[config.mk]
export PLATFORM = sky130hd
export DESIGN_NAME = cpu_sequencer
export DESIGN_NICKNAME = d
export VERILOG_FILES = /design/src/rtl/cpu_sequencer.sv
export SDC_FILE = /design/constraint.sdc
export NUM_CORES = 1
export LEC_CHECK = 0
export ABC_AREA = 0
export BUFFER_PORTS_ARGS = -buffer_cell sky130_fd_sc_hd__buf_4
export CORE_UTILIZATION = 44
export DETAILED_ROUTE_END_ITERATION = 7
export PLACE_DENSITY = 0.78
export SETUP_SLACK_MARGIN = 0.3
export SLEW_MARGIN = 20
export SYNTH_ARGS = -nofsm -noshare
export SYNTH_HDL_FRONTEND = slang
export SYNTH_SLANG_ARGS = --single-unit
export TNS_END_PERCENT = 30
[constraint.sdc]
create_clock -name clk -period 1.7 [get_ports clk]
set_input_delay 0.085 -clock clk [delete_from_list [all_inputs] [get_ports clk]]
set_output_delay 0.085 -clock clk [all_outputs]
set_load 0.05 [all_outputs]
[src/rtl/cpu_sequencer.sv]
// cpu_sequencer: multi-cycle instruction sequencer for the 16-bit RISC core.
// Walks each instruction through FETCH, DECODE, EXEC, MDWAIT, MEM and WB, and
// produces the IR/PC/register-file/flag load strobes that advance the datapath.
// Optional feature macro: SEQ_MD_TIMEOUT_EN adds an MDWAIT watchdog that aborts
// a mul/div/mod after MD_TIMEOUT cycles and raises the sticky md_err flag.
module cpu_sequencer #(
  parameter int MD_TIMEOUT = 32
) (
  input  logic        clk,
  input  logic        rst_n,
  input  logic        halt_req,
  input  logic        imem_ack,
  input  logic        dmem_ack,
  input  logic        md_done,
  input  logic        isLd,
  input  logic        isSt,
  input  logic        isMul,
  input  logic        isDiv,
  input  logic        isMod,
  input  logic        isCmp,
  input  logic        isWb,
  input  logic        isBeq,
  input  logic        isBgt,
  input  logic        isUBranch,
  input  logic        flag_eq,
  input  logic        flag_gt,
  output logic        imem_req,
  output logic        dmem_req,
  output logic        dmem_we,
  output logic        md_start,
  output logic        ir_load,
  output logic        rf_we,
  output logic        flags_we,
  output logic        pc_load,
  output logic        pc_sel,
  output logic        retire,
  output logic        halted,
  output logic        md_err,
  output logic [2:0]  state,
  output logic [15:0] instr_count
);

  localparam logic [2:0] S_FETCH  = 3'd0;
  localparam logic [2:0] S_DECODE = 3'd1;
  localparam logic [2:0] S_EXEC   = 3'd2;
  localparam logic [2:0] S_MDWAIT = 3'd3;
  localparam logic [2:0] S_MEM    = 3'd4;
  localparam logic [2:0] S_WB     = 3'd5;
  localparam logic [2:0] S_HALT   = 3'd6;

  logic [2:0]  state_q, state_d;
  logic [15:0] instr_count_q, instr_count_d;
  logic        md_op, mem_op;
  logic        md_timeout;   // MDWAIT watchdog expired this cycle
  logic        rf_suppress;  // current instruction timed out; block RF write

  assign md_op  = isMul | isDiv | isMod;
  assign mem_op = isLd | isSt;

`ifdef SEQ_MD_TIMEOUT_EN
  localparam int CW = $clog2(MD_TIMEOUT + 1);

  logic [CW-1:0] md_cnt_q, md_cnt_d;
  logic          md_err_q, md_err_d;
  logic          md_to_q, md_to_d;

  // Watchdog: counter clears entering MDWAIT, fires on its MD_TIMEOUT-th cycle
  always_comb begin
    md_cnt_d   = md_cnt_q;
    md_err_d   = md_err_q;
    md_to_d    = md_to_q;
    md_timeout = 1'b0;
    case (state_q)
      S_EXEC: begin
        md_cnt_d = '0;
        md_to_d  = 1'b0;
      end
      S_MDWAIT: begin
        if (!md_done) begin
          if (md_cnt_q == CW'(MD_TIMEOUT - 1)) begin
            md_timeout = 1'b1;
            md_err_d   = 1'b1;
            md_to_d    = 1'b1;
          end else begin
            md_cnt_d = md_cnt_q + CW'(1);
          end
        end
      end
      S_WB:    md_to_d = 1'b0;
      default: ;
    endcase
  end

  // Watchdog state registers
  always_ff @(posedge clk or negedge rst_n) begin
    if (!rst_n) begin
      md_cnt_q <= '0;
      md_err_q <= 1'b0;
      md_to_q  <= 1'b0;
    end else begin
      md_cnt_q <= md_cnt_d;
      md_err_q <= md_err_d;
      md_to_q  <= md_to_d;
    end
  end

  assign md_err      = md_err_q;
  assign rf_suppress = md_to_q;
`else
  logic unused_md_timeout;

  assign md_timeout        = 1'b0;
  assign md_err            = 1'b0;
  assign rf_suppress       = 1'b0;
  assign unused_md_timeout = ^MD_TIMEOUT;
`endif

  // State and retire-counter registers
  always_ff @(posedge clk or negedge rst_n) begin
    if (!rst_n) begin
      state_q       <= S_HALT;
      instr_count_q <= 16'd0;
    end else begin
      state_q       <= state_d;
      instr_count_q <= instr_count_d;
    end
  end

  // Next-state: acks are only looked at in their own state
  always_comb begin
    state_d = state_q;
    case (state_q)
      S_HALT:   state_d = halt_req ? S_HALT : S_FETCH;
      S_FETCH:  state_d = imem_ack ? S_DECODE : S_FETCH;
      S_DECODE: state_d = S_EXEC;
      S_EXEC: begin
        if (md_op)       state_d = S_MDWAIT;
        else if (mem_op) state_d = S_MEM;
        else             state_d = S_WB;
      end
      S_MDWAIT: state_d = (md_done || md_timeout) ? S_WB : S_MDWAIT;
      S_MEM:    state_d = dmem_ack ? S_WB : S_MEM;
      S_WB:     state_d = halt_req ? S_HALT : S_FETCH;
      default:  state_d = S_HALT;
    endcase
  end

  // Retired-instruction counter, wraps naturally at 16 bits
  always_comb begin
    instr_count_d = instr_count_q;
    if (state_q == S_WB) instr_count_d = instr_count_q + 16'd1;
  end

  // Moore outputs from state plus decoded flags; ir_load is the only ack-gated one
  always_comb begin
    imem_req = 1'b0;
    dmem_req = 1'b0;
    dmem_we  = 1'b0;
    md_start = 1'b0;
    ir_load  = 1'b0;
    rf_we    = 1'b0;
    flags_we = 1'b0;
    pc_load  = 1'b0;
    pc_sel   = 1'b0;
    retire   = 1'b0;
    halted   = 1'b0;
    case (state_q)
      S_HALT:  halted = 1'b1;
      S_FETCH: begin
        imem_req = 1'b1;
        ir_load  = imem_ack;
      end
      S_EXEC:  md_start = md_op;
      S_MEM: begin
        dmem_req = 1'b1;
        dmem_we  = isSt;
      end
      S_WB: begin
        rf_we    = isWb & ~rf_suppress;
        flags_we = isCmp;
        pc_load  = 1'b1;
        pc_sel   = isUBranch | (isBeq & flag_eq) | (isBgt & flag_gt);
        retire   = 1'b1;
      end
      default: ;
    endcase
  end

  assign state       = state_q;
  assign instr_count = instr_count_q;

endmodule
## Yosys cells after proc, flatten, opt, wreduce, memory -nomap -nowiden

Index checks and enable logic that the tools add are counted.

- Flip-flop bits (word level): 19
- Input port bits: 18
- Output and inout port bits: 31
- Word-level logic and storage cells: 35

- $add $sub $neg: 1
- Eq/ne operators: 6
- Muxes and demuxes: 17
- Bitwise gates (word level): 7
- Reductions and logical operators: 2

Operator list:

| kind | number |
|---|---|
| 3-bit case mux with 6 select lines | 1 |
| 16-bit by 1-bit adder with 16-bit output, second input constant | 1 |
| 1-bit 2-to-1 mux | 13 |
| 3-bit equality test, second input constant | 3 |
| 3-bit 2-to-1 mux | 3 |
| 3-bit by 2-bit equality test with 1-bit output, second input constant | 2 |
| 1-bit OR | 5 |
| 3-bit by 1-bit equality test with 1-bit output, second input constant | 1 |
| 3-bit zero test | 1 |
| 1-bit bitwise AND | 2 |
| 2-bit OR reduction | 1 |

## Depth between registers and ports, before layout

Gate-level depths: netlist of run 1.

- Depth in word-level cells: 4
- Mapped depth: 5
- Mapped depth without buffers: 5

## Worst setup path after synthesis of run 1

OpenSTA, ideal clock, no wires.

- Path type: register to output
- Start: register state_q[2], in the netlist state[2]
- End: output port dmem_we
- Data arrival time: 2.663 ns
- Required time: 1.615 ns
- Setup slack: -1.048 ns
- Cell stages (with the launch flop): 4
- Path buffers: 0
- Path through: dfstp_2 inv_1 nor3_1 and2_1

- Cells in the longest elaborated chain, start to end: 2

Ends and longest elaborated chain:

| item | RTL line | source |
|---|---|---|
| start, declared | 51 | `logic [2:0] state_q, state_d;` |
| start signal, assigned | 124 | `state_q <= state_d;` |
| 3-bit equality test | 167 | `case (state_q)` |
| 1-bit 2-to-1 mux | 167 |  |
| end, declared | 29 | `output logic dmem_we,` |

No other way between the ends.

## Worst setup path after layout of run 1

- Start: register state_q[2], in the netlist state[2]
- End: register state_q[0], in the netlist state[0]

- Cells in the longest elaborated chain, start to end: 3
- Elaborated cells on any way between the ends: 9
- Classes of those cells: eq/ne (6); mux (1); reduce/logical (2)

Ends and longest elaborated chain:

| item | RTL line | source |
|---|---|---|
| 3-bit equality test | 132 | `case (state_q)` |
| 2-bit OR reduction (no line) | n/a |  |
| 3-bit case mux with 6 select lines (*) | 132 |  |
| named net state_d[0] | 51 |  |

Mark *: on every way through the listed nets, which the timed path passes. The rest lies on a longest branch.
A chain may end at the register's enable or synchronous reset.

==> results.env, run 1 <==
IO_BUFFER_COUNT=47
GRT.OVERFLOW.TOTAL=0
INITIAL_CORE_UTIL_PCT=48.1
P_PER_AREA_nW_PER_UM2=1490
FINALCLOCKSKEW_NS=0.00994
YOSYSTOPAREACELLSHARE_PCT=43.8
MAX_FREQ_MHz=590
SYNTH_CELL_TYPE_COUNT=29
FINAL_PERIOD_MINUS_WORST_SETUP_SLACK_NS=1.70
CLKSINKCOUNT=19
SYNTH_SEQ_AREA_SHARE_PCT=49.2
TIMING.FINAL.SETUP_VIOLATIONS=0
AMOUNT_OF_WIRE_ON_MET3_AFTER_DETAILED_ROUTING_UM=132
FIN_AREA_UM2=1680
DETAIL_ROUTE.WIRELENGTH_UM=2540
WL_PER_CELL_UM=14.0
SOURCE_TO_SINK_CLOCK_DELAY_AT_THE_LATER_PIN_OF_THE_WORST_SKEW_PAIR_NS=0.30
SYNTH_FLOP_CELL='dfrtp_1'
START_KIND='flip-flop'
DRC_ERRORS=0
M1WIRELENGTH_UM=994
VIA_COUNT=931
UNREPAIRED_SETUP_ENDPOINTS_AFTER_GLOBAL_ROUTING='yes'
SYNTH_AREA_PER_CELL_UM2=10.5
CTS_BUFFERS=3
SYNTHESIS.YOSYS.WARNINGS=0
DRV_CAP=0
SYNTH.TOP_CELLS.BY_COUNT='dfrtp_1, xnor2_1, nand2_1, nand3_1, nor2_1'
FP.DIEH_UM=49.0
TIMING_HOLD_VIOLATIONS_FINAL=0
WL_MET2_UM=1380
FLIP_FLOP_AND_LATCH_COUNT_AFTER_SYNTHESIS=19
FIN_TOTAL_PWR_mW=2.50
RUN_STATUS='finished clean'
SYN_TO_FINAL_GROWTH_PCT=72.5
NUMBER_OF_ANTENNA_VIOLATIONS_AT_THE_FIRST_CHECK_IN_GLOBAL_ROUTING=0
SYN-NUM-NETS=112
PINS_OVER_SLEW_LIMIT=0
CP-END-KIND='flip-flop'
TRITONCTS_CLOCK_TREE='yes'
CP.ARRIVAL_NS=1.86
DRTITER0DRC=11
VDD_DROP_MAX_mV=1.33
NETLIST_AREA_UM2=972
FLOORPLAN.ROWS=16
DRT_PASS1_ITERATIONS=4
GRT_PASS1_WL_UM=3880
HIGHEST_ROUTED_LAYER='met4'
MAX-CLOCK-PATH-BUFFERS=2
P_LEAK_nW=0.855
VIAS_PER_CELL=5.14
FIRST_GLOBAL_VIAS=928
TOP_CELLS_BY_AREA_IN_THE_SYNTHESIZED_NETLIST='dfrtp_1, xnor2_1, dfstp_2'
HTREE_LEVELS=1
COREAREA_UM2=2020
CRITICAL_PATH_REQUIRED_NS=1.87
HOLD_PATH_CLASS='primary input to flip-flop'
ROUTE.ANTENNA.REMAINING_NETS=0
GRT_START_MAX_NET_PINS=20
IOPINCOUNT=49
SYNTHMOSTINSTANTIATEDCELL='dfrtp_1'
TOT_GR_TRACK_USE_PCT=21.3
SETUP.WORST_PATH.CLASS='flip-flop to flip-flop'
N_ANTENNA_CELL=0
FLOORPLAN.DIE_AREA_UM2=2400
POST-DP-HPWL_UM=1620
POSTSYNTH.ASYNCRESETSHARE_PCT=100
POST_DP_CELL_AREA_UM2=1410
DIEWIDTH_UM=49.0
FINAL_REPLACE_WEIGHTED_CONGESTION=0.758
SYNTH_CELLS=93
PATH_CLK_SLEW_NS=0.10
HIGHEST_FANOUT_SEEN_ON_THE_CRITICAL_PATH=5
FINALHOLDWORSTSLACK_NS=0.0666
POST-SYNTH-TOP-AREA-CELL='dfrtp_1'
CTS_ROOT_BUF='clkbuf_4'
DRIVE_GT1_SHARE_PCT=59.1
SYNTH_ENABLE_FLOP_CELLS=0
FINISH.NET_COUNT=174
RATIO_OF_FINAL_MINIMUM_PERIOD_TO_CLOCK_PERIOD_PCT=99.8
per-layer routing:
metal / global-route usage (%) / up-vias
met4: 10.3 / 0
met1: 23.8 / 452
met2: 38.9 / 38
li1: - / 436
met3: 3.43 / 5
met5: 0 / -
cell families after synthesis:
kind of cell / count (synthesis) / share of synthesized area, %
AO/OA/AOI/OAI: 9 / 6.56
XOR/XNOR: 15 / 13.5
adder cells (fa/ha/maj): 1 / 1.29
buffers and inverters: 7 / 4.37
flip-flops: 19 / 49.2
other: 1 / 0.386
AND/OR/NAND/NOR: 41 / 24.7
final cells by class:
cell class / instances / area [um2]
timing repair buffer: 61 / 543
fill: 108 / 345
sequential: 19 / 485
inverter: 3 / 20.0
clock buffer: 4 / 26.3
multi-input combinational: 67 / 568
tap: 27 / 33.8
placed cells by master (no fill, tap or decap), drive strengths merged:
cell type,Yosys,layout
o31ai,1,1
a32o,1,1
buf,4,60
clkinvlp,0,1
clkbuf,0,4
xnor2,11,11
nand2,10,10
nor2,5,5
nand3b,1,1
nand4,2,2
or2,1,1
nor3,3,3
or3,2,2
dfrtp,17,17
and4,1,1
inv,3,2
xor2,4,4
nand3,6,6
a221oi,1,1
conb,1,1
o21ai,3,3
ha,1,1
a211oi,2,2
and3,4,4
dlygate4sd3,0,1
nor4,1,1
and2,4,4
dfstp,2,2
o21bai,1,1
nor3b,1,1
flip-flops by register name, indices dropped and copies added, names as in the netlist:
name,count
instr_count,16
state,3
critical path, stage by stage (launching register included):
cell     delay, ns
dfstp_4       0.65
buf_6         0.14
inv_6         0.04
buf_4         0.12
a32o_1        0.24
or3_1         0.38
what timing repair did:
action	CTS	global route
buffers inserted	6	3
pin swaps	3	21
setup endpoints to repair	22	25
hold endpoints to repair	19	0
resized for setup	10	31
hold buffers	1	0
per-stage QoR:
| step | std cells | setup WS, ns | TNS [ns] | utilization [%] |
|---|---|---|---|---|
| global placement | 167 | 0.134 | 0 | 69.6 |
| CTS | 178 | 0.0418 | 0 | 75.4 |
| finish | 181 | 0.00384 | 0 | 82.9 |
| detailed placement | 167 | 0.0713 | 0 | 69.6 |
| global route | 181 | -0.0253 | -0.0417 | 82.9 |
| floorplan | 93 | -0.0406 | -0.174 | - |
path summary, 6_finish.rpt:
kind,from,to,slack (ns),cells past startpoint
hold reg to reg,instr_count[15],instr_count[15],0.49,1
setup / recovery,state[2],state[0],0.004,5
min in group asynchronous,rst_n,instr_count[0],0.18,2
max in group asynchronous,rst_n,state[1],1.25,2
setup reg to reg,state[2],state[0],0.004,5
hold / removal,halt_req,state[2],0.07,3
power breakdown:
part	internal, mW	switching [mW]
Combinational	0.631	0.961
Clock	0.0914	0.142
Sequential	0.564	0.114
Total	1.29	1.22
No activity file was read; power rests on OpenSTA's default activity.
==> inputs of run 2 (changes only) <==
Settings changed: CORE_UTILIZATION 44 to 40, PLACE_DENSITY 0.78 to 0.74.
Clock period 1.7 ns to 1.45 ns, I/O delays scaled along.
==> results.env, run 2 (synthesis gave the netlist of run 1 again) <==
GRT_START_MAX_NET_PINS=20
VIAS_PER_CELL=4.99
FIN_TOTAL_PWR_mW=3.02
SYN_TO_FINAL_GROWTH_PCT=76.6
DIEWIDTH_UM=51.3
VIA_COUNT=944
POST-DP-HPWL_UM=1750
PLACEMENT.SETUP.WORST_SLACK_NS=-0.0734
FINAL_CELL_MIX='buf_4, dfrtp_1, buf_6'
RATIO_OF_FINAL_MINIMUM_PERIOD_TO_CLOCK_PERIOD_PCT=116
SETUP.WORST_PATH.CLASS='flip-flop to flip-flop'
DRV_CAP=0
LAYOUT_COMMONEST_CELL='buf_4'
TIMING_HOLD_VIOLATIONS_FINAL=0
FINAL_PERIOD_MINUS_WORST_SETUP_SLACK_NS=1.68
COREAREA_UM2=2250
SOURCE_TO_SINK_CLOCK_DELAY_AT_THE_LATER_PIN_OF_THE_WORST_SKEW_PAIR_NS=0.30
SEQUENTIAL_CELL_AREA_UM2=485
GRT.OVERFLOW.TOTAL=0
RUN_STATUS='complete, but fails checks'
ROUTE.ANTENNA.REMAINING_NETS=0
UNREPAIRED_SETUP_ENDPOINTS_AFTER_GLOBAL_ROUTING='yes'
WL_PER_CELL_UM=12.8
IO_BUFFER_COUNT=47
P_LEAK_nW=0.855
PINS_OVER_SLEW_LIMIT=0
FIN_AREA_UM2=1720
FINALCLOCKSKEW_NS=0.00574
TRITONCTS_CLOCK_TREE='yes'
GRT_PASS1_WL_UM=3620
FLOORPLAN.DIE_AREA_UM2=2630
DRT_PASS1_ITERATIONS=4
FP.DIEH_UM=51.3
IOPINCOUNT=49
POST_LAYOUT_INSTANCE_COUNT_EXCLUDING_FILLER_CELLS=189
DRTITER0DRC=6
TIMING.FINAL.SETUP_VIOLATIONS=24
CP-END-KIND='flip-flop'
DRIVE_GT1_SHARE_PCT=60.2
VDD_DROP_MAX_mV=1.67
MAX-CLOCK-PATH-BUFFERS=2
FINALWORSTSETUPSLACK_NS=-0.226
TOT_GR_TRACK_USE_PCT=18.7
CP.ARRIVAL_NS=1.87
CLKSINKCOUNT=19
MULTI_INPUT_AREA_UM2=543
CTS_BUFFERS=3
HIGHEST_FANOUT_SEEN_ON_THE_CRITICAL_PATH=4
FIRST_GLOBAL_VIAS=845
CTS_ROOT_BUF='clkbuf_4'
FAILED_CHECKS='negative setup slack'
NUMBER_OF_PLACED_INSTANCES_WITH_TAPS_INCLUDED=175
START_KIND='flip-flop'
FINISH.NET_COUNT=181
DETAIL_ROUTE.WIRELENGTH_UM=2430
DRC_ERRORS=0
NUMBER_OF_ANTENNA_VIOLATIONS_AT_THE_FIRST_CHECK_IN_GLOBAL_ROUTING=0
N_ANTENNA_CELL=0
P_PER_AREA_nW_PER_UM2=1760
HTREE_LEVELS=1
FINAL_REPLACE_WEIGHTED_CONGESTION=0.844
MAX_FREQ_MHz=597
FILLCELLCOUNT=148
FLOORPLAN.ROWS=17
CRITICAL_PATH_REQUIRED_NS=1.65
POST_DP_CELL_AREA_UM2=1460
INITIAL_CORE_UTIL_PCT=43.1
PATH_CLK_SLEW_NS=0.10
HOLD_PATH_CLASS='primary input to flip-flop'
MAX_FFS_PER_REGISTER=16
[run 2: cell types whose count changed in the layout (fill, tap and decap cells not counted), sizes merged]
| cell | delta |
|---|---|
| buf | +7 |
[run 2: through the flow]
stage               TNS [ns]  hold slack [ns]  util, %
floorplan              -4.36           -0.223        -
global placement      -0.109          -0.0449     64.9
detailed placement    -0.211          -0.0434     64.9
CTS                    -1.99           0.0280     73.6
global route           -4.23           0.0619     76.1
finish                 -2.76           0.0323     76.1
[run 2: area by class of cell]
class / count / area share (%)
Clock buffer: 4 / 1.53
Inverter: 3 / 1.17
Multi-Input combinational cell: 67 / 31.6
Sequential cell: 19 / 28.3
Tap cell: 28 / 2.04
Timing Repair Buffer: 68 / 35.3
[run 2: power by group]
part | switching, mW | internal [mW]
clock | 0.170 | 0.107
combinational | 1.13 | 0.834
sequential | 0.122 | 0.661
total | 1.42 | 1.60
[run 2: routing by layer]
layer | vias up | wire (um) | GRT usage, %
met2 | 34 | 1320 | 35.3
met5 | - | 0 | 0
met4 | 0 | 32 | 6.76
met1 | 450 | 951 | 19.9
li1 | 456 | - | -
met3 | 4 | 122 | 4.46
[run 2: worst paths after layout]
check	start	end	slack [ns]	depth (start not counted)
max	state[2]	instr_count[10]	-0.23	7
min in group asynchronous	rst_n	instr_count[15]	0.17	2
min	halt_req	state[2]	0.03	3
max reg2reg	state[2]	instr_count[10]	-0.23	7
max in group asynchronous	rst_n	state[1]	1.01	2
min reg2reg	instr_count[15]	instr_count[15]	0.49	1
[run 2: repair_timing]
item | in CTS | in global routing
hold buffers | 1 | 0
pin swaps | 14 | 9
setup buffers | 7 | 2
endpoints found under the hold margin | 19 | 0
endpoints found under the setup margin | 33 | 32
gates resized for setup | 29 | 9
[run 2: critical path, cell delays in order (launching register included)]
cell	delay, ns
dfstp_4	0.65
nand3b_4	0.10
buf_4	0.15
buf_6	0.12
nor3_2	0.12
buf_4	0.17
nand4_1	0.11
xnor2_1	0.14
==> inputs of run 3 (changes only) <==
Settings changed: BUFFER_PORTS_ARGS -buffer_cell sky130_fd_sc_hd__buf_4 to not set, CORE_UTILIZATION 40 to 45, DONT_BUFFER_PORTS set to 1, PLACE_DENSITY 0.74 to not set, RECOVER_POWER set to 25.
==> results.env, run 3 (synthesis gave the netlist of run 1 again) <==
RUN_STATUS='complete, but fails checks'
FAILED_CHECKS='negative setup slack'
DRC_ERRORS=0
CRITICAL_PATH_REQUIRED_NS=1.38
TOT_GR_TRACK_USE_PCT=20.1
IOPINCOUNT=49
CLKSINKCOUNT=19
FINALHOLDWORSTSLACK_NS=0.0255
CRIT_CHAIN='buf_12 -> inv_6 -> buf_6 -> nor3b_4 -> buf_6'
GRT_START_MAX_NET_PINS=20
DRV_CAP=0
GRT.OVERFLOW.TOTAL=0
CTS_BUFFERS=3
VDD_DROP_MAX_mV=1.76
START_KIND='flip-flop'
WL_MET2_UM=1150
FINAL_CELL_MIX='buf_4, dfrtp_1, xnor2_1'
N_ANTENNA_CELL=0
INITIAL_CORE_UTIL_PCT=48.6
CP-END-KIND='primary output'
PLACEMENT.SETUP.WORST_SLACK_NS=-0.122
WL_PER_CELL_UM=13.7
TIMING.SLEW.HEADROOM_PCT=43.4
UNREPAIRED_SETUP_ENDPOINTS_AFTER_GLOBAL_ROUTING='yes'
FILLCELLCOUNT=144
CELL_FAMILY_WITH_THE_LARGEST_SHARE_OF_CRITICAL_PATH_DELAY='flip-flops'
FINALWORSTSETUPSLACK_NS=-0.223
TIMING.FINAL.SETUP_VIOLATIONS=18
FINISH.NET_COUNT=156
TIGHTESTPINTRANSITION_NS=0.847
VIAS_PER_CELL=5.20
FLOORPLAN.DIE_AREA_UM2=2350
POST_DP_CELL_AREA_UM2=1310
P_PER_AREA_nW_PER_UM2=1910
CRIT_SLOWEST_CELL='dfstp_4'
NUMBER_OF_PLACED_INSTANCES_WITH_TAPS_INCLUDED=150
CRITPATHBUFINV=4
FIN_AREA_UM2=1540
DRT_PASS1_ITERATIONS=4
HIGHEST_FANOUT_SEEN_ON_THE_CRITICAL_PATH=4
M1WIRELENGTH_UM=899
POST_ROUTE_SETUP_TNS_NS=-1.60
FIN_TOTAL_PWR_mW=2.94
FINAL_PERIOD_MINUS_WORST_SETUP_SLACK_NS=1.67
DETAIL_ROUTE.WIRELENGTH_UM=2230
SETUP.WORST_PATH.CLASS='flip-flop to primary output'
FP.DIEH_UM=48.5
HOLD_PATH_CLASS='primary input to flip-flop'
HIGHEST_ROUTED_LAYER='met4'
TIMING_HOLD_VIOLATIONS_FINAL=0
FIRST_GLOBAL_VIAS=838
MAX_STAGE_DELAY_NS=0.66
LAYOUT_COMMONEST_CELL='buf_4'
GRT_PASS1_WL_UM=3640
RATIO_OF_FINAL_MINIMUM_PERIOD_TO_CLOCK_PERIOD_PCT=115
SYN_TO_FINAL_GROWTH_PCT=58.6
CRITPATHMOSTFREQUENTCELL='buf_6'
CTS_ROOT_BUF='clkbuf_4'
P_LEAK_nW=0.738
FLOORPLAN.ROWS=16
COREAREA_UM2=2000
MAX-CLOCK-PATH-BUFFERS=2
MAX_FREQ_MHz=598
FINALCLOCKSKEW_NS=0.00184
PATH_CLK_SLEW_NS=0.10
PINS_OVER_SLEW_LIMIT=0
SOURCE_TO_SINK_CLOCK_DELAY_AT_THE_LATER_PIN_OF_THE_WORST_SKEW_PAIR_NS=0.29
DIEWIDTH_UM=48.5
FINAL_REPLACE_WEIGHTED_CONGESTION=0.761
CP.ARRIVAL_NS=1.60
ROUTE.ANTENNA.REMAINING_NETS=0
DRTITER0DRC=6
MAX_FFS_PER_REGISTER=16
NUMBER_OF_ANTENNA_VIOLATIONS_AT_THE_FIRST_CHECK_IN_GLOBAL_ROUTING=0
TRITONCTS_CLOCK_TREE='yes'
AMOUNT_OF_WIRE_ON_MET3_AFTER_DETAILED_ROUTING_UM=145
POST-DP-HPWL_UM=1550
POST_LAYOUT_INSTANCE_COUNT_EXCLUDING_FILLER_CELLS=163
FINAL_CORE_UTIL_PCT=77.0
VIA_COUNT=847
DRIVE_GT1_SHARE_PCT=50.0
HTREE_LEVELS=1
IO_BUFFER_COUNT=0
==> run 3: power breakdown <==
part | internal, mW | switching [mW]
Sequential | 0.662 | 0.124
Clock | 0.107 | 0.159
Combinational | 0.757 | 1.13
Total | 1.53 | 1.41
==> run 3: path summary, 6_finish.rpt <==
check | start | endpoint | slack (ns) | cells after the start
max | state[2] | halted | -0.22 | 5
min | imem_ack | state[0] | 0.03 | 2
max reg2reg | state[2] | instr_count[10] | -0.07 | 6
min reg2reg | instr_count[14] | instr_count[14] | 0.54 | 1
max in group asynchronous | rst_n | instr_count[0] | 0.56 | 1
min in group asynchronous | rst_n | instr_count[10] | 0.32 | 1
==> run 3: area by class of cell <==
cell class                 count  area (um2)  share of cell area (%)
multi-input combinational     67         557                    36.1
sequential                    19         485                    31.5
timing repair buffer          43         419                    27.2
tap                           27        33.8                    2.19
clock buffer                   4        26.3                    1.70
inverter                       3        20.0                    1.30
==> run 3: per-layer routing <==
metal / GRT usage (%) / vias to the layer above
met4: 8.82 / 0
met2: 36.2 / 40
met3: 5.35 / 4
met1: 22.1 / 397
met5: 0 / -
li1: - / 406
==> run 3: what timing repair did <==
action                                 4_1_cts  5_1_grt
resized for setup                           23        9
buffers inserted                             5        0
endpoints found under the hold margin       22        0
hold buffers                                 4        0
setup endpoints to repair                   33       33
pin swaps                                   13        8
